$ cat config.mk
export PLATFORM = sky130hd
export DESIGN_NAME = pipelined_adder
export DESIGN_NICKNAME = d
export VERILOG_FILES = /design/src/rtl/adder_pkg.sv /design/src/rtl/pipelined_adder_seg.sv /design/src/rtl/pipelined_adder.sv
export SDC_FILE = /design/constraint.sdc
export NUM_CORES = 1
export LEC_CHECK = 0
export ABC_AREA = 0
export CORE_UTILIZATION = 45
export CTS_BUF_LIST = sky130_fd_sc_hd__clkbuf_16
export DETAILED_ROUTE_END_ITERATION = 6
export PLACE_DENSITY = 0.75
export RECOVER_POWER = 50
export SYNTH_ARGS = -nofsm -noshare
export SYNTH_HDL_FRONTEND = slang
export SYNTH_HIERARCHICAL = 1
export SYNTH_SLANG_ARGS = --single-unit
$ cat constraint.sdc
create_clock -name clk -period 4.3 [get_ports clk]
set_input_delay 1.075 -clock clk [delete_from_list [all_inputs] [get_ports clk]]
set_output_delay 1.075 -clock clk [all_outputs]
set_load 0.005 [all_outputs]
$ cat src/rtl/adder_pkg.sv
// rtl/adder_pkg.sv - slice arithmetic helpers shared by the adder blocks
package adder_pkg;

    function automatic int num_segments(input int width, input int seg);
        return (width + seg - 1) / seg;
    endfunction

    function automatic int seg_width(input int width, input int seg, input int k);
        int w;
        if ((k + 1) * seg <= width) begin
            w = seg;
        end else begin
            w = width - k * seg;
        end
        return w;
    endfunction

endpackage

$ cat src/rtl/pipelined_adder_seg.sv
// rtl/pipelined_adder_seg.sv - combinational W-bit slice adder with carry in/out
module pipelined_adder_seg #(
    parameter int W = 4
) (
    input  logic [W-1:0] a_s,
    input  logic [W-1:0] b_s,
    input  logic         cin,
    output logic [W-1:0] s,
    output logic         cout
);

    assign {cout, s} = {1'b0, a_s} + {1'b0, b_s} + {{W{1'b0}}, cin};

endmodule

$ cat src/rtl/pipelined_adder.sv
// rtl/pipelined_adder.sv - segmented pipelined adder, optional top carry output under PIPELINED_ADDER_COUT_EN
module pipelined_adder
    import adder_pkg::*;
#(
    parameter int WIDTH = 16,
    parameter int SEG   = 4
) (
    input  logic             clk,
    input  logic             rst_n,
    input  logic             in_valid,
    output logic             in_ready,
    input  logic [WIDTH-1:0] a,
    input  logic [WIDTH-1:0] b,
    output logic             out_valid,
    input  logic             out_ready,
    output logic [WIDTH-1:0] o
`ifdef PIPELINED_ADDER_COUT_EN
    ,
    output logic             cout
`endif
);

    localparam int STAGES = num_segments(WIDTH, SEG);

    // Per-stage state: valid bit, accumulated low result, carry out of the
    // slice just added, and a copy of the operands for the slices still ahead.
    logic             v_q [STAGES];
    logic [WIDTH-1:0] r_q [STAGES];
    logic [WIDTH-1:0] a_q [STAGES];
    logic [WIDTH-1:0] b_q [STAGES];
    logic             c_q [STAGES];

    // A single stall freezes every stage, bubbles included, so o holds until taken.
    logic stall;
    assign stall    = v_q[STAGES-1] && !out_ready;
    assign in_ready = !stall;

    for (genvar k = 0; k < STAGES; k++) begin : g_stage
        localparam int LO = k * SEG;
        localparam int SW = seg_width(WIDTH, SEG, k);

        logic             v_in;
        logic             c_in;
        logic [WIDTH-1:0] a_in;
        logic [WIDTH-1:0] b_in;
        logic [WIDTH-1:0] r_in;
        logic [WIDTH-1:0] r_next;
        logic [SW-1:0]    s;
        logic             co;

        if (k == 0) begin : g_head
            assign v_in = in_valid;
            assign a_in = a;
            assign b_in = b;
            assign r_in = '0;
            assign c_in = 1'b0;
        end else begin : g_body
            assign v_in = v_q[k-1];
            assign a_in = a_q[k-1];
            assign b_in = b_q[k-1];
            assign r_in = r_q[k-1];
            assign c_in = c_q[k-1];
        end

        pipelined_adder_seg #(
            .W(SW)
        ) u_seg (
            .a_s  (a_in[LO +: SW]),
            .b_s  (b_in[LO +: SW]),
            .cin  (c_in),
            .s    (s),
            .cout (co)
        );

        // Splice this stage's slice sum into the result carried from upstream.
        always_comb begin
            r_next            = r_in;
            r_next[LO +: SW]  = s;
        end

        // Stage register: clear on reset, advance whenever the pipe is not stalled.
        // The top-stage carry has no reader unless cout is built, so it is pruned then.
        always_ff @(posedge clk) begin
            if (!rst_n) begin
                v_q[k] <= 1'b0;
                r_q[k] <= '0;
                a_q[k] <= '0;
                b_q[k] <= '0;
                c_q[k] <= 1'b0;
            end else if (!stall) begin
                v_q[k] <= v_in;
                r_q[k] <= r_next;
                a_q[k] <= a_in;
                b_q[k] <= b_in;
                c_q[k] <= co;
            end
        end
    end

    assign out_valid = v_q[STAGES-1];
    assign o         = r_q[STAGES-1];

`ifdef PIPELINED_ADDER_COUT_EN
    assign cout = c_q[STAGES-1];
`endif

endmodule

# After elaboration in Yosys (flattened, before gate mapping)
# Memory sizes are Yosys's and may differ from the RTL's.
# Cells that the tools add are included.
# W data, S select, Z words.
dict set report totals {
  regBits 0
  ramBits 200
  inputBits 36
  out_inout_bits 18
  wordCells 59
  memories 5
}
dict set report op_classes {
  addsub 7
  muxes 24
  bitwise 20
  n_reduce_logical 3
}
# name words width read_ports rd_ports_with_merged_regs write_ports line_no
set memory_table {}
lappend memory_table {a_q 4 16 3 0 4 pipelined_adder.sv:29} ;# logic [WIDTH-1:0] a_q [STAGES];
lappend memory_table {b_q 4 16 3 0 4 pipelined_adder.sv:30} ;# logic [WIDTH-1:0] b_q [STAGES];
lappend memory_table {r_q 4 16 4 0 4 pipelined_adder.sv:28} ;# logic [WIDTH-1:0] r_q [STAGES];
lappend memory_table {c_q 4 1 3 0 4 pipelined_adder.sv:31} ;# logic c_q [STAGES];
lappend memory_table {v_q 4 1 4 0 4 pipelined_adder.sv:27} ;# logic v_q [STAGES];
# op count
set ops {}
lappend ops {{$mux W16} 12}
lappend ops {{$add A4 B4 Y5} 4}
lappend ops {{$or A1 B1 Y1} 20}
lappend ops {{$add A5 B1 Y5} 3}
lappend ops {{$mux W1} 12}
lappend ops {{$logic_not A1 Y1} 2}
lappend ops {{$logic_and A1 B1 Y1} 1}

# Longest topological paths before layout
dict set report logic_depth {
  word_depth 6
  ltp_mapped 8
  depth_no_buf 8
}

# Modules after synthesis
# The synthesis kept the hierarchy.
# module n_inst cells_per_inst area_each_um2 seq_area_each_um2
set modules_own_cells {}
lappend modules_own_cells {pipelined_adder 1 218 3911.3 2832.7}
lappend modules_own_cells {pipelined_adder_seg 4 16 143.9 0.0}

# Worst setup path before layout
# No wires, ideal clock.
dict set report synth_timing {
  kind {input -> register}
  startpoint {input port out_ready}
  endpoint {memory a_q[0][10] (enable)}
  setup_ns 0.882
  t_arrival_ns 2.995
  required_ns 3.418
  setup_slack_ns 0.423
  stages 4
  n_path_buf 2
  cell_sequence {nor2b_4 > buf_6 > buf_8 > nand2_1}
}
# element line_no
set synth_lines {}
lappend synth_lines {{from (decl)} pipelined_adder.sv:15} ;# input logic out_ready,
lappend synth_lines {{to (decl)} pipelined_adder.sv:29}

==> summary.md <==
| Metric | Value |
|---|---|
| Syn nets | `335` |
| N_diodes | `0` |
| CP Depth | `5` |
| # nets final | `383` |
| Remaining Overflow, GRT | `0` |
| Min-delay worst type | `flop to flop` |
| CP startpoint | `out_ready` |
| Core area | `0.00968 mm^2` |
| Worst EP required | `4360 ps` |
| Clock Tree Buf Depth | `2` |
| P per Cell Area | `378 mW/mm^2` |
| CP Cell Sequence | `clkdlybuf4s50_1, nor2b_4, clkbuf_2, nand2_4, buf_4` |
| Router iterations before antenna repair | `4` |
| Mean post-synth cell area | `16.0 um^2` |
| First-pass GRT wire length | `9270 um` |
| Non-filler cells, final | `465` |
| Residual DRC | `0` |
| Boundary Pins | `54` |
| Core Util, Final | `0.556` |
| Die area | `0.0103 mm^2` |
| Wire per inst | `12.1 um` |
| Layout cells sized above 1 | `0.262` |
| GRT Util Overall | `0.119` |
| Min Tclk post-route | `3410 ps` |
| RSZ-0062 raised after global routing | `false` |
| CTS root buf | `clkbuf_16` |
| Worst rel slew slack | `0.120` |
| Vias in the first global route | `2073` |
| CTS Hold Bufs | `0` |
| Peak supply drop | `176 uV` |
| CTS sink cnt | `95` |
| DRT antenna net count | `0` |
| Highest clock rate | `0.293 GHz` |
| Final max-slew violation count | `0` |
| 1st-iter DRT viols | `106` |
| CP Launch Type | `primary input` |
| Clock transition at the registers of the reported paths | `70 ps` |
| PortBufs | `53` |
| FP Rows | `36` |
| TritonCTS Buffers | `9` |
| Outcome | `complete, no violations` |
| Cells after Synth | `279` |
| Critical-path top delay cell | `clkbuf_2` |
| H-tree levels | `3` |
| Initial antenna violation count | `0` |
| Finish-stage setup viols | `0` |
| Period utilization | `0.794` |
| FF-to-FF path depth | `4` |
| Detailed Place HPWL | `3440 um` |
| Length of routed met3 wiring | `213 um` |
| Yosys warns | `6` |
| Met2 WL post-DR | `2740 um` |
| Critical R2R Launch | `v_q[3]` |
| Initial Utilization | `0.461` |
| Worst Max-Slew Pin Slew | `1320 ps` |
| Syn-to-layout area delta | `20.4%` |
| Via count | `2193` |
| Routed WL | `5650 um` |
| Post-synthesis cell area | `0.00447 mm^2` |
| DIE HEIGHT | `102 um` |
| Later-pin clock latency in the skew report | `330 ps` |
| Placed Instances | `449` |
| Top cell family by delay on the critical path | `buffers and inverters` |
| CP max FO | `96` |
| Hold path start | `v_q[2]` |
| FILL cells | `768` |
| RD Place Congestion | `0.665` |
| CTS tree | `done` |
| Leak | `2.42 nW` |
| WL met1 | `2610 um` |
| Largest net degree at the start of global routing | `98` |
| Peak per-stage delay on the critical path | `980 ps` |
| Worst path bufs/invs | `3` |
| Hold path depth | `2` |
| Crit path capture type | `flop` |
| Vias per std cell | `4.72` |
| Data arrival, critical path | `3470 ps` |
| Setup TNS | `0 ps` |
| MaxCap Viol Count | `0` |
| Clock Skew | `10.8 ps` |
| # resized after CTS | `0` |
| Highest routed metal layer | `met4` |
| Post CTS Setup Buffer Count | `0` |
| Fin. Hold Viols | `0` |
| WS Path Type | `primary input to flop` |
| Horiz. Die Dim | `102 um` |
[sequential cells by signal (all words and copies together) (netlist names)]
| register | flops |
|---|---|
| r_q | 40 |
| c_q | 3 |
| v_q | 4 |
| a_q | 24 |
| b_q | 24 |
[power by group]
part	total [mW]	switching, mW	internal, mW	leakage, nW
sequential	1.09	0.0144	1.07	1.12
clock	0.789	0.332	0.456	0.147
combinational	0.155	0.0583	0.0971	1.15
total	2.03	0.405	1.63	2.42
[stage by stage]
step | power, mW | hold WS (ps) | setup WS (ps) | area [um^2]
floorplan | 1.20 | 441 | 423 | 4470
global placement | 1.26 | 452 | 1060 | 5080
detailed placement | 1.27 | 468 | 1060 | 5080
CTS | 2.06 | 478 | 1060 | 5390
global route | 2.11 | 508 | 589 | 5380
finish | 2.03 | 475 | 888 | 5380
[worst register-to-register path, delay by kind of cell, from the launching register on]
family / cells / cell delay, ps
simple gates: 2 / 820
flops: 1 / 400
buf+inv: 2 / 1090
[final timing paths]
path                                    to  slack (ps)
worst min register to register      v_q[2]         470
worst max register to register  b_q[0][10]        1650
worst max-delay path            b_q[0][10]         890
worst min-delay path                v_q[2]         470
[layer usage]
metal,global-route usage,up-vias
met5,0,-
met4,0.0569,0
met3,0.0338,6
met2,0.202,43
met1,0.138,1030
li1,-,1114
[layout by cell type, fill, tap and decap left out, types with 8 or more instances in the layout]
| master | count |
|---|---|
| and3b_1 | 33 |
| edfxtp_1 | 93 |
| inv_1 | 17 |
| clkdlybuf4s50_1 | 35 |
| fa_1 | 8 |
| xnor2_1 | 8 |
| ha_1 | 12 |
| and3b_2 | 60 |
| dlygate4sd3_1 | 17 |
| clkbuf_16 | 9 |
[area by class of cell]
type / instances / area (um^2) / area share
tap: 133 / 166 / 0.0309
inverter: 17 / 63.8 / 0.0119
timing repair buffer: 57 / 566 / 0.105
clock inverter: 7 / 77.6 / 0.0144
clock buffer: 9 / 225 / 0.0418
sequential: 95 / 2830 / 0.526
multi-input combinational: 147 / 1450 / 0.270
Note: power is estimated with default switching activity, not from simulation.
==> RTL change (same flow settings) <==
Change the parameter `SEG` from 4 to 2.
--- a/src/rtl/pipelined_adder.sv
+++ b/src/rtl/pipelined_adder.sv
@@ -3,7 +3,7 @@
     import adder_pkg::*;
 #(
     parameter int WIDTH = 16,
-    parameter int SEG   = 4
+    parameter int SEG   = 2
 ) (
     input  logic             clk,
     input  logic             rst_n,
Check against the original RTL: not equivalent (Yosys sat finds a counterexample within 10 cycles, from zero or initial values).
==> RTL change against the original RTL <==
Largest power group unchanged. Die area rose by 89%. Sequential cell count rose by 104. First-iteration DRC count rose to 3.0 times the old value. Total power rose by 91%. Critical path type is now in -> out. Core utilization fell by 1.9 points. Cell area rose by 82%. Critical endpoint is now in_ready. Count of clock-buffer cells in the layout rose by 8. Area after synthesis rose by 91%. Non-clock buffer count did not move. Sequential share of layout area rose by 8.1 points. Setup slack got worse by 140 ps. Cell count rose by 73%. Wire length rose by 86%.
==> RTL change: results (changes against the original RTL) <==
Worst setup path
  – Worst stage delay on the critical path: 530 ps (-450 ps)
  – Top delay family on crit path: buffers and inverters
  – CP max FO: 2 (-98%)
  – Slowest-stage cell, CP: dlygate4sd3_1
  – Crit path arrival time: 2470 ps (-1000 ps)

Detailed routing
  – WL met3: 429 um (+100%)
  – M1 wire length: 4937 um (+89%)
  – WL/cell: 13.09 um (+7.8%)
  – Routed length on met2: 5002 um (+83%)
  – First drt pass iteration count: 4 (unchanged)
  – Drt drc: 0 (unchanged)
  – Starting DRT DRC Count: 315 (+200%)
  – DR vias: 3895 (+78%)

Global route
  – Grt met1 use: 14.46% (+0.62 points)
  – GR Util met3: 3.957% (+0.58 points)
  – Overall Global Routing Usage: 11.72% (-0.14 points)
  – M2 GR Usage: 18.91% (-1.3 points)
  – First-pass GRT wire length: 17910 um (+93%)
  – Pin count of the biggest net entering global routing: 202 (+110%)

Finish
  – Layout Nets: 613 (+60%)
  – Non-filler cells, final: 803 (+73%)
  – Largest registers: r_q (72), a_q (56), b_q (56)
  – Filler cells: 1432 (+86%)
  – Layout cells sized above 1: 5.575% (-21 points)
  – # diodes: 0 (unchanged)

Placement
  – Final Wtd Congestion: 0.6781 (+1.9%)
  – Placed cells: 771 (+72%)
  – Area after DPL: 9209 um^2 (+81%)
  – Detailed-placement wirelength estimate: 5510 um (+60%)
  – Pre-CTS setup slack: 954.4 ps (-106.4 ps)

Clock tree
  – Clock slew at reported path FFs: 70 ps (about the same)
  – Clk buf depth: 2 (unchanged)
  – CTS Buf Count: 17 (+8)
  – Root Buffer: clkbuf_16
  – Clock latency on the worst-skew pair: 420 ps (+90 ps)
  – H-tree levels: 4 (+1)
  – Postcts setup bufs: 0 (unchanged)

Synth
  – Post-Syn Nets: 581 (+73%)
  – Cell Area, Synth: 8529 um^2 (+91%)
  – Syn. warnings: 6 (unchanged)
  – Synth Instances: 529 (+90%)

Pwr
  – Worst vdd ir: 297.9 uV (+69%)
  – Internal cell power: 3190 uW (+96%)
  – Clk pwr: 1600 uW (+100%)
  – Combinational group power: 115 uW (-26%)
  – Lkg Pwr: 0.004551 uW (+88%)
  – Net Sw Power: 702.0 uW (+73%)

Timing
  – Hold Vio Cnt, Final: 0 (unchanged)
  – Clock Skew: 6.895 ps (-3.873 ps)
  – Worst Tran Pin Value: 642.1 ps (-678.5 ps)

Run status
  – Status: finished clean

Worst hold path
  – Worst min path class: reg -> reg
==> RTL change: layout make-up <==
cell class                      count  area (um^2)  share of cell area [%]
Clock buffer                       17        425.4                   4.340
Sequential cell                   199         5956                   60.75
Clock inverter                     15        176.4                   1.800
Tap cell                          229        286.5                   2.923
Inverter                           64        240.2                   2.451
Multi-Input combinational cell    222         2111                   21.53
Timing Repair Buffer               57        608.1                   6.203
==> RTL change: path summary, 6_finish.rpt <==
kind	startpoint	end	slack [ps]	depth (start not counted)
max	out_ready	in_ready	750	4
min	c_q[1][0]	c_q[1][0]	470	2
max reg2reg	v_q[1][3]	r_q[1][23]	1960	4
min reg2reg	c_q[1][0]	c_q[1][0]	470	2
==> RTL change: metrics by stage <==
stage          util (%)  hold slack, ps
5_1_grt           53.66           501.4
4_1_cts           53.70           473.3
6_report          53.66           467.7
3_5_place_dp      50.40           463.0
3_3_place_gp      50.40           457.1
2_1_floorplan         -           442.9
